## src/rtl/nlms_echo_canceller.sv

```systemverilog
// NLMS adaptive echo canceller: TAPS-tap FIR estimates the echo of the far-end
// signal in the near-end signal. A single time-shared MAC is used. The coefficient
// update is normalised by the input energy via a shift, so no divider is needed.
module nlms_echo_canceller #(
  parameter  int TAPS     = 16,
  parameter  int DATA_W   = 16,
  parameter  int COEF_W   = 18,
  parameter  int MU_SHIFT = 2,
  parameter  int GAMMA    = 16,
  localparam int AW       = $clog2(TAPS)
) (
  input  logic              clk_operation,
  input  logic              rst_n,
  input  logic              in_valid,
  output logic              in_ready,
  input  logic [DATA_W-1:0] far_sample,
  input  logic [DATA_W-1:0] near_sample,
  input  logic              adapt_en,
  input  logic              coef_clear,
  output logic              out_valid,
  output logic [DATA_W-1:0] err_out,
  output logic [DATA_W-1:0] echo_est,
  output logic              busy,
  input  logic [AW-1:0]     coef_rd_addr,
  output logic [COEF_W-1:0] coef_rd_data
);

  localparam int MW  = DATA_W + COEF_W;   // one MAC product
  localparam int ACW = MW + AW;           // accumulator, no overflow over TAPS products
  localparam int SQW = 2 * DATA_W;        // one squared sample
  localparam int PEW = SQW + AW;          // energy over the delay line
  localparam int PGW = PEW + 1;           // energy plus regulariser
  localparam int KW  = $clog2(PGW) + 1;   // leading-one index
  localparam int UW  = SQW + COEF_W;      // update path, wide enough that nothing wraps
  localparam int EW  = DATA_W + 1;        // d - y before saturation

  localparam logic [2:0] S_IDLE   = 3'd0;
  localparam logic [2:0] S_FILTER = 3'd1;
  localparam logic [2:0] S_ERROR  = 3'd2;
  localparam logic [2:0] S_UPDATE = 3'd3;

  localparam logic [AW-1:0]     LAST  = AW'(TAPS - 1);
  localparam logic [DATA_W-1:0] D_MAX = {1'b0, {(DATA_W-1){1'b1}}};
  localparam logic [DATA_W-1:0] D_MIN = {1'b1, {(DATA_W-1){1'b0}}};
  localparam logic [COEF_W-1:0] C_MAX = {1'b0, {(COEF_W-1){1'b1}}};
  localparam logic [COEF_W-1:0] C_MIN = {1'b1, {(COEF_W-1){1'b0}}};

  logic [2:0]               state_q, state_d;
  logic [AW-1:0]            idx_q, idx_d;
  logic signed [ACW-1:0]    acc_q, acc_d;
  logic [PEW-1:0]           p_q, p_d;
  logic signed [DATA_W-1:0] near_q, near_d;
  logic                     adapt_q, adapt_d;
  logic [KW-1:0]            k_q, k_d;
  logic                     out_valid_q, out_valid_d;
  logic [DATA_W-1:0]        err_out_q, err_out_d;
  logic [DATA_W-1:0]        echo_est_q, echo_est_d;
  logic [COEF_W-1:0]        coef_rd_data_q, coef_rd_data_d;
  logic signed [DATA_W-1:0] x_q [TAPS];
  logic signed [DATA_W-1:0] x_d [TAPS];
  logic signed [COEF_W-1:0] w_q [TAPS];
  logic signed [COEF_W-1:0] w_d [TAPS];

  logic signed [SQW-1:0]    far_sq, old_sq;
  logic signed [MW-1:0]     mac_prod;
  logic signed [ACW-1:0]    acc_sh;
  logic signed [DATA_W-1:0] y_sat, e_sat;
  logic signed [EW-1:0]     diff;
  logic [PGW-1:0]           pg;
  logic [KW-1:0]            k_calc;
  logic signed [UW-1:0]     up_prod, up_step, up_sum;
  logic signed [COEF_W-1:0] w_new;

  assign in_ready     = (state_q == S_IDLE) && !coef_clear;
  assign busy         = ~in_ready;
  assign out_valid    = out_valid_q;
  assign err_out      = err_out_q;
  assign echo_est     = echo_est_q;
  assign coef_rd_data = coef_rd_data_q;

  // Datapath: energy terms, MAC product, saturated y/e, leading-one index, one tap update
  always_comb begin
    far_sq   = SQW'($signed(far_sample)) * SQW'($signed(far_sample));
    old_sq   = SQW'(x_q[TAPS-1]) * SQW'(x_q[TAPS-1]);
    mac_prod = MW'(x_q[idx_q]) * MW'(w_q[idx_q]);

    // y = acc >>> (COEF_W-2), clamped when the discarded upper bits are not a sign extension
    acc_sh = acc_q >>> (COEF_W - 2);
    if ((&acc_sh[ACW-1:DATA_W-1]) || !(|acc_sh[ACW-1:DATA_W-1])) y_sat = acc_sh[DATA_W-1:0];
    else if (acc_sh[ACW-1])                                      y_sat = D_MIN;
    else                                                         y_sat = D_MAX;

    diff = EW'(near_q) - EW'(y_sat);
    if (diff[EW-1] == diff[EW-2]) e_sat = diff[DATA_W-1:0];
    else if (diff[EW-1])          e_sat = D_MIN;
    else                          e_sat = D_MAX;

    // GAMMA >= 1 keeps pg nonzero, so a leading one always exists
    pg     = PGW'(p_q) + PGW'(GAMMA);
    k_calc = '0;
    for (int b = 0; b < PGW; b++) begin
      if (pg[b]) k_calc = KW'(b);
    end

    up_prod = UW'($signed(err_out_q)) * UW'(x_q[idx_q]);
    up_step = (up_prod <<< (COEF_W - 2)) >>> (k_q + MU_SHIFT);
    up_sum  = up_step + UW'(w_q[idx_q]);
    if ((&up_sum[UW-1:COEF_W-1]) || !(|up_sum[UW-1:COEF_W-1])) w_new = up_sum[COEF_W-1:0];
    else if (up_sum[UW-1])                                     w_new = C_MIN;
    else                                                       w_new = C_MAX;
  end

  // Next-state logic for the sequencer and all architectural state
  always_comb begin
    state_d        = state_q;
    idx_d          = idx_q;
    acc_d          = acc_q;
    p_d            = p_q;
    near_d         = near_q;
    adapt_d        = adapt_q;
    k_d            = k_q;
    out_valid_d    = 1'b0;
    err_out_d      = err_out_q;
    echo_est_d     = echo_est_q;
    x_d            = x_q;
    w_d            = w_q;
    coef_rd_data_d = w_q[coef_rd_addr];
    case (state_q)
      S_IDLE: begin
        if (coef_clear) begin
          for (int i = 0; i < TAPS; i++) begin
            x_d[i] = '0;
            w_d[i] = '0;
          end
          p_d = '0;
        end else if (in_valid) begin
          x_d[0] = $signed(far_sample);
          for (int i = 1; i < TAPS; i++) x_d[i] = x_q[i-1];
          near_d  = $signed(near_sample);
          adapt_d = adapt_en;
          // Running energy is exact: add the new square, drop the one leaving the line
          p_d     = p_q + PEW'(far_sq) - PEW'(old_sq);
          acc_d   = '0;
          idx_d   = '0;
          state_d = S_FILTER;
        end
      end
      S_FILTER: begin
        acc_d = acc_q + ACW'(mac_prod);
        if (idx_q == LAST) begin
          idx_d   = '0;
          state_d = S_ERROR;
        end else begin
          idx_d = idx_q + AW'(1);
        end
      end
      S_ERROR: begin
        echo_est_d  = y_sat;
        err_out_d   = e_sat;
        k_d         = k_calc;
        out_valid_d = 1'b1;
        idx_d       = '0;
        state_d     = adapt_q ? S_UPDATE : S_IDLE;
      end
      S_UPDATE: begin
        w_d[idx_q] = w_new;
        if (idx_q == LAST) begin
          idx_d   = '0;
          state_d = S_IDLE;
        end else begin
          idx_d = idx_q + AW'(1);
        end
      end
      default: state_d = S_IDLE;
    endcase
  end

  // State registers with asynchronous clear; a reset drops any in-flight sample
  always_ff @(posedge clk_operation or negedge rst_n) begin
    if (!rst_n) begin
      state_q        <= S_IDLE;
      idx_q          <= '0;
      acc_q          <= '0;
      p_q            <= '0;
      near_q         <= '0;
      adapt_q        <= 1'b0;
      k_q            <= '0;
      out_valid_q    <= 1'b0;
      err_out_q      <= '0;
      echo_est_q     <= '0;
      coef_rd_data_q <= '0;
      for (int i = 0; i < TAPS; i++) begin
        x_q[i] <= '0;
        w_q[i] <= '0;
      end
    end else begin
      state_q        <= state_d;
      idx_q          <= idx_d;
      acc_q          <= acc_d;
      p_q            <= p_d;
      near_q         <= near_d;
      adapt_q        <= adapt_d;
      k_q            <= k_d;
      out_valid_q    <= out_valid_d;
      err_out_q      <= err_out_d;
      echo_est_q     <= echo_est_d;
      coef_rd_data_q <= coef_rd_data_d;
      for (int i = 0; i < TAPS; i++) begin
        x_q[i] <= x_d[i];
        w_q[i] <= w_d[i];
      end
    end
  end

endmodule
```

## config.mk

```make
export PLATFORM = sky130hd
export DESIGN_NAME = nlms_echo_canceller
export DESIGN_NICKNAME = d
export VERILOG_FILES = /design/src/rtl/nlms_echo_canceller.sv
export SDC_FILE = /design/constraint.sdc
export NUM_CORES = 2
export LEC_CHECK = 0
export BUFFER_PORTS_ARGS = -buffer_cell sky130_fd_sc_hd__buf_2
export CAP_MARGIN = 20
export CORE_ASPECT_RATIO = 0.9
export CORE_MARGIN = 5
export CORE_UTILIZATION = 45
export DETAILED_ROUTE_END_ITERATION = 10
export SETUP_SLACK_MARGIN = 0.1
export SYNTH_ARGS = -nofsm -noshare
export SYNTH_HDL_FRONTEND = slang
export SYNTH_SLANG_ARGS = --single-unit
```

## constraint.sdc

```tcl
create_clock -name clk_operation -period 19.56 [get_ports clk_operation]
set_input_delay 0 -clock clk_operation [delete_from_list [all_inputs] [get_ports clk_operation]]
set_output_delay 0 -clock clk_operation [all_outputs]
set_load 0.1 [all_outputs]
```

After elaboration in Yosys (flattened, before gate mapping). Index checks and enable logic that the tools add are counted. Widths: inputs -> output; s select.

Register bits after elaboration: 700. Output and inout bits: 53. Logic and storage cells: 170.

Order comparisons: 3. Equality and inequality tests: 10. Add/subtract/negate cells: 8. Multipliers: 4. Multiplexer cells: 74. Bitwise gates (word level): 4. Shift-type cells: 1. Reduce and logical (&&, ||, !) cells: 23.

Operator list (count): $pmux 288 s2 (1); $mux 256 (2); $bwmux 288 (1); $mux 288 (1); $mux 7 (35); $bmux 18 s4 (2); $mux 18 (7); $mul 16x16->32 (3); $mux 16 (6); $mux 38 (2); $pmux 38 s2 (1); $demux 18 s4 (1); $mux 36 (2); $bmux 16 s4 (1); $add 50x18->50 (1); $sshr 48x8->50 (1); $add 38x34->38 (1); $add 36x5->37 const B (1); $add 36x36->36 (1); $sub 36x36->36 (1); $mul 16x18->34 (1); $reduce_and 33->1 (1); $reduce_or 33->1 (1); $sub 16x16->17 (1); other kinds (29) (52).

Longest topological paths before layout.
Depth in word-level cells: 37. Gate-level depth with buffers: 56.

Worst setup path before layout. No wires, ideal clock.

Path kind: register -> register. Start point: register idx_q[0]. End point: register w_q[61] in the netlist's numbering. Period minus slack after synthesis: 13861 ps. Stages on the path, launching flop included: 51. Setup slack: 5699 ps. Arrival time: 13795 ps. Cell sequence: dfrtp_1 > clkbuf_1 > buf_1 > clkbuf_1 > buf_1 > mux4_2 > mux4_2 > clkbuf_1 > nand2_1 > fa_1 > inv_1 > fa_1 > fa_1 > fa_1 > fa_1 > inv_1 > fa_1 > inv_1 > [... 15 more ...] > ha_1 > buf_6 > a21o_1 > a21o_1 > a221o_1 > a221o_1 > or4b_1 > a221oi_2 > o21ai_1 > xnor2_2 > nor4_1 > nand4_1 > or3_1 > buf_2 > buf_4 > a21oi_4 > buf_6 > a221o_1.

Longest elaborated chain between the ends: 13. Elaborated cells between the ends (all ways): 23.

RTL lines: start: declaration (line 49) `logic [AW-1:0] idx_q, idx_d;`; start signal: assignment (line 198) `idx_q <= idx_d;`; $not 4->5 (implied by the code) * (line 105, 107, 166); $bmux 16 s4 (line 105) `up_prod = UW'($signed(err_out_q)) * UW'(x_q[idx_q]);`; $mux 16 (implied by the code) (2 in a row) (line 105); $mul 16x16->32 (line 105); $sshr 48x8->50 (line 106) `up_step = (up_prod <<< (COEF_W - 2)) >>> (k_q + MU_SHIFT);`; $add 50x18->50 (line 107) `up_sum = up_step + UW'(w_q[idx_q]);`; $reduce_or 33->1 (line 108) `if ((&up_sum[UW-1:COEF_W-1]) || !(|up_sum[UW-1:COEF_W-1])) w_new = up_sum[COEF_W-1:0];`; $logic_not 1->1 (line 108); $logic_or 1x1->1 (line 108); $mux 18 (line 108); $bwmux 288 * (line 166) `w_d[idx_q] = w_new;`; $pmux 288 s2 * (line 128) `case (state_q)`; end signal: indexed assignment (line 210) `w_q[i] <= w_d[i];`; end: declaration (line 61) `logic signed [COEF_W-1:0] w_q [TAPS];`.

Mark *: on every way between the ends. The rest lies on a longest branch, timed or not. The select of a mux whose other input is x is not followed. A chain may end at the register's enable or synchronous reset.

Worst setup path in the final report.
Start point: register idx_q[0]. End point: register w_q[126] in the netlist's numbering.

Same word-level chain as after synthesis.

==> flow_summary.yaml <==
sta:
  clock-skew-final_ps: 48.5
  max_slew_margin_pct: 23.5
  final_count_of_negative_setup_slack_endpoints: 0
  timing.final.crit_period_ps: 16590
  setup_repair_after_global_routing_missed_its_margin: "no"
  setup-tns-final_ps: 0
  timing_worst_slew_pin_value_ps: 1150
  drv_slew: 0
  hold-worst-slack_ps: 60.5
  finalCritPeriodShare_pct: 84.8
  fmax_ghz: 0.0603
  hold_violation_count_in_the_final_report: 0
clock_tree:
  clock_root_cell: "clkbuf_16"
  clock_insertion_delay_worst_skew_ps: 730
  cts_max_path_buffers: 3
  worst_setup_hold_path_clk_slew_ps: 60
  htreeDepth: 3
  cts-buffers-inserted: 79
  holdBufCountCts: 46
  cts_tree: "done"
  post_cts_buffers: 0
  cts_num_sinks: 698
  cells_resized_by_post_cts_repair: 0
critical_path:
  cp_common_cell: "fa_1"
  cp_max_fo: 37
  critical_path.max_stage_delay_ps: 930
  timing.critical_path.required_ps: 20190
  critical_path_arrival_ps: 17220
  cp-start-kind: "flip-flop"
  rr_endpoint: "w_q[126]$_DFFE_PN0P_"
  critical_path.reg2reg.startpoint: "idx_q[0]$_DFFE_PN0P_"
  crit_type: "flip-flop to flip-flop"
  timing.critical_path.to_type: "flip-flop"
  cpMaxStageDelayCell: "dfrtp_4"
  reg2regPathDepth: 43
  worst-r2r-setup-slack_ps: 2970
yosys:
  syn-num-nets: 9628
  post_synth_instance_area_sq_um: 81500
  ys_async_sr_fraction_pct: 100
  synth-edff-count: 0
  postSynthRegisterBits: 698
  dominantRegCellSynth: "dfrtp_1"
  synthesis.area_per_instance_sq_um: 10.2
  synthesis.yosys.warnings: 0
  cells_after_synthesis: 7992
  synth_seq_area_share_pct: 21.4
  cell_variety_after_synth: 91
place:
  finalWeightedCongestion: 0.963
  dp_hpwl_microns: 173000
  port-buffer-count: 93
floorplan:
  die_footprint_sq_um: 190000
  floorplan.die.width_microns: 458
  die_height_microns: 414
  floorplan.initialDensity_pct: 45.2
  rows: 148
  io-pin-count: 94
  core_region_area_sq_um: 180000
routing:
  drt_iter0_markers: 5941
  postRouteAntennaNets: 0
  detailroute.via_count: 60900
  drcViolationCount: 0
  vias_per_cell: 5.88
  postRouteWirelength_microns: 235000
  detail_route.first_pass.iterations: 6
  average_wire_per_standard_cell_microns: 22.7
cells_and_area:
  count_of_filler_cells_inserted_in_the_layout: 16600
  footprint_of_the_multi_input_gates_sq_um: 57400
  drive_gt1_share_pct: 9.00
  areaGrowthSynthToFinish_pct: 7.32
  finish.net_count: 9530
  seqCellArea_sq_um: 17500
worst_hold_path:
  hold-path-cell-count: 3
  class_of_the_most_critical_hold_timing_path: "input pin to flip-flop"
  worst_hold_startpoint: "in_valid"
  holdPathEnd: "acc_q[4]$_DFFE_PN0P_"
global_route:
  largest_net_degree_at_the_start_of_global_routing: 221
  grt_antenna_before_repair: 8
  grt_pass1_vias: 62800
  grt_pass1_wl_microns: 374000
  grt_use_total_pct: 25.2
  overflow: 0
run_status:
  run_status: "finished, final reports clean"
run:
  drv.max_cap_violation_count: 0
## critical path, delay by kind of cell (launching register included)
family | cells | cell delay, ps
AOI/OAI and AO/OA | 17 | 5010
DFF | 1 | 930
adders and majority gates | 8 | 4050
xor gates and xnor gates | 2 | 780
buffers and inverters | 6 | 1630
muxes | 3 | 2110
and+or+nand+nor | 7 | 1940
## worst max path at each step
stage,start,end,slack (ps),cells after the start
floorplan,idx_q[0]$_DFFE_PN0P_,w_q[61]$_DFFE_PN0P_,5700,50
global placement,idx_q[0]$_DFFE_PN0P_,w_q[129]$_DFFE_PN0P_,3460,45
detailed placement,idx_q[0]$_DFFE_PN0P_,w_q[75]$_DFFE_PN0P_,3170,43
CTS,idx_q[0]$_DFFE_PN0P_,w_q[81]$_DFFE_PN0P_,3080,43
global route,idx_q[0]$_DFFE_PN0P_,w_q[72]$_DFFE_PN0P_,1910,43
finish,idx_q[0]$_DFFE_PN0P_,w_q[126]$_DFFE_PN0P_,2970,43
## flip-flops by register name, indices dropped and copies added, names as in the netlist
signal and count:
acc_q 38, adapt_q 1, coef_rd_data 18, echo_est 16, err_out 16, idx_q 4, k_q 6, near_q 16
out_valid 1, p_q 36, state_q 2, w_q 288, x_q 256
## metrics by stage
stage	instances	cell area (sq um)	utilization (%)	setup slack, ps
floorplan	7992	81500	-	5700
global route	10400	87400	48.5	1910
detailed placement	10200	84200	46.7	3170
CTS	10400	87400	48.4	3080
global placement	10200	84100	46.7	3460
finish	10400	87400	48.5	2970
## final cells by class
cell class	instances	share of cell area, %
inverters	1294	5.56
well taps	2400	3.44
clock buffers	103	2.53
diodes	7	0.0200
repair buffers	264	2.21
clock inverters	39	0.591
flip-flops and latches	698	20.0
multi-input cells	5557	65.7
## Yosys cell counts (all sizes together) (24+ instances only)
master / n / area (sq um)
a211oi: 32 / 245
a21o: 75 / 563
a21oi: 269 / 1480
a221o: 277 / 2770
a22o: 256 / 2240
a31oi: 40 / 256
and2: 325 / 2030
and3: 40 / 250
buf: 64 / 359
clkbuf: 379 / 1420
dfrtp: 698 / 17500
fa: 1121 / 22400
ha: 474 / 5930
inv: 1290 / 4840
mux2i: 38 / 380
mux4: 261 / 5880
nand2: 744 / 2790
nand2b: 71 / 444
nand3: 133 / 666
nand4: 27 / 169
nor2: 306 / 1150
nor2b: 56 / 350
nor3: 73 / 365
o21a: 36 / 270
o21ai: 291 / 1460
o21bai: 24 / 180
or2: 24 / 150
xnor2: 159 / 1400
xor2: 92 / 806
## layout by cell type (no fill, tap or decap), drive strengths merged, types with 32 or more instances in the layout
cell type       n
o21ai         291
mux2i          38
dlygate4sd3    45
nand3         133
a21oi         269
clkbuf        104
inv          1292
a22o          256
ha            474
buf           218
a21o           75
nor2          306
a31oi          40
a211oi         32
nand2b         71
and3           40
xnor2         159
xor2           92
a221o         277
nor2b          56
nor3           73
nand2         744
and2          325
o21a           36
fa           1121
mux4          261
dfrtp         698
## per-layer routing
metal	track usage (%)	wire length [microns]	part of all wire (%)
met3	4.78	19700	8.4
met4	6.37	6250	2.7
met5	0	36	0.015
met1	37.7	107000	45
met2	37.8	103000	44
## cells by family after synthesis
group	count (synthesis)	share of synthesized area, %
xor gates and xnor gates	252	2.74
muxes	322	8.00
adders and majority gates	1611	35.0
and+or+nand+nor	1873	10.9
DFF	698	21.4
buffers and inverters	1737	8.15
AOI/OAI and AO/OA	1499	13.7
Power is left out: the tool's default activity adds up to more than one toggle a clock period on the data nets, which glitch-free logic cannot reach.
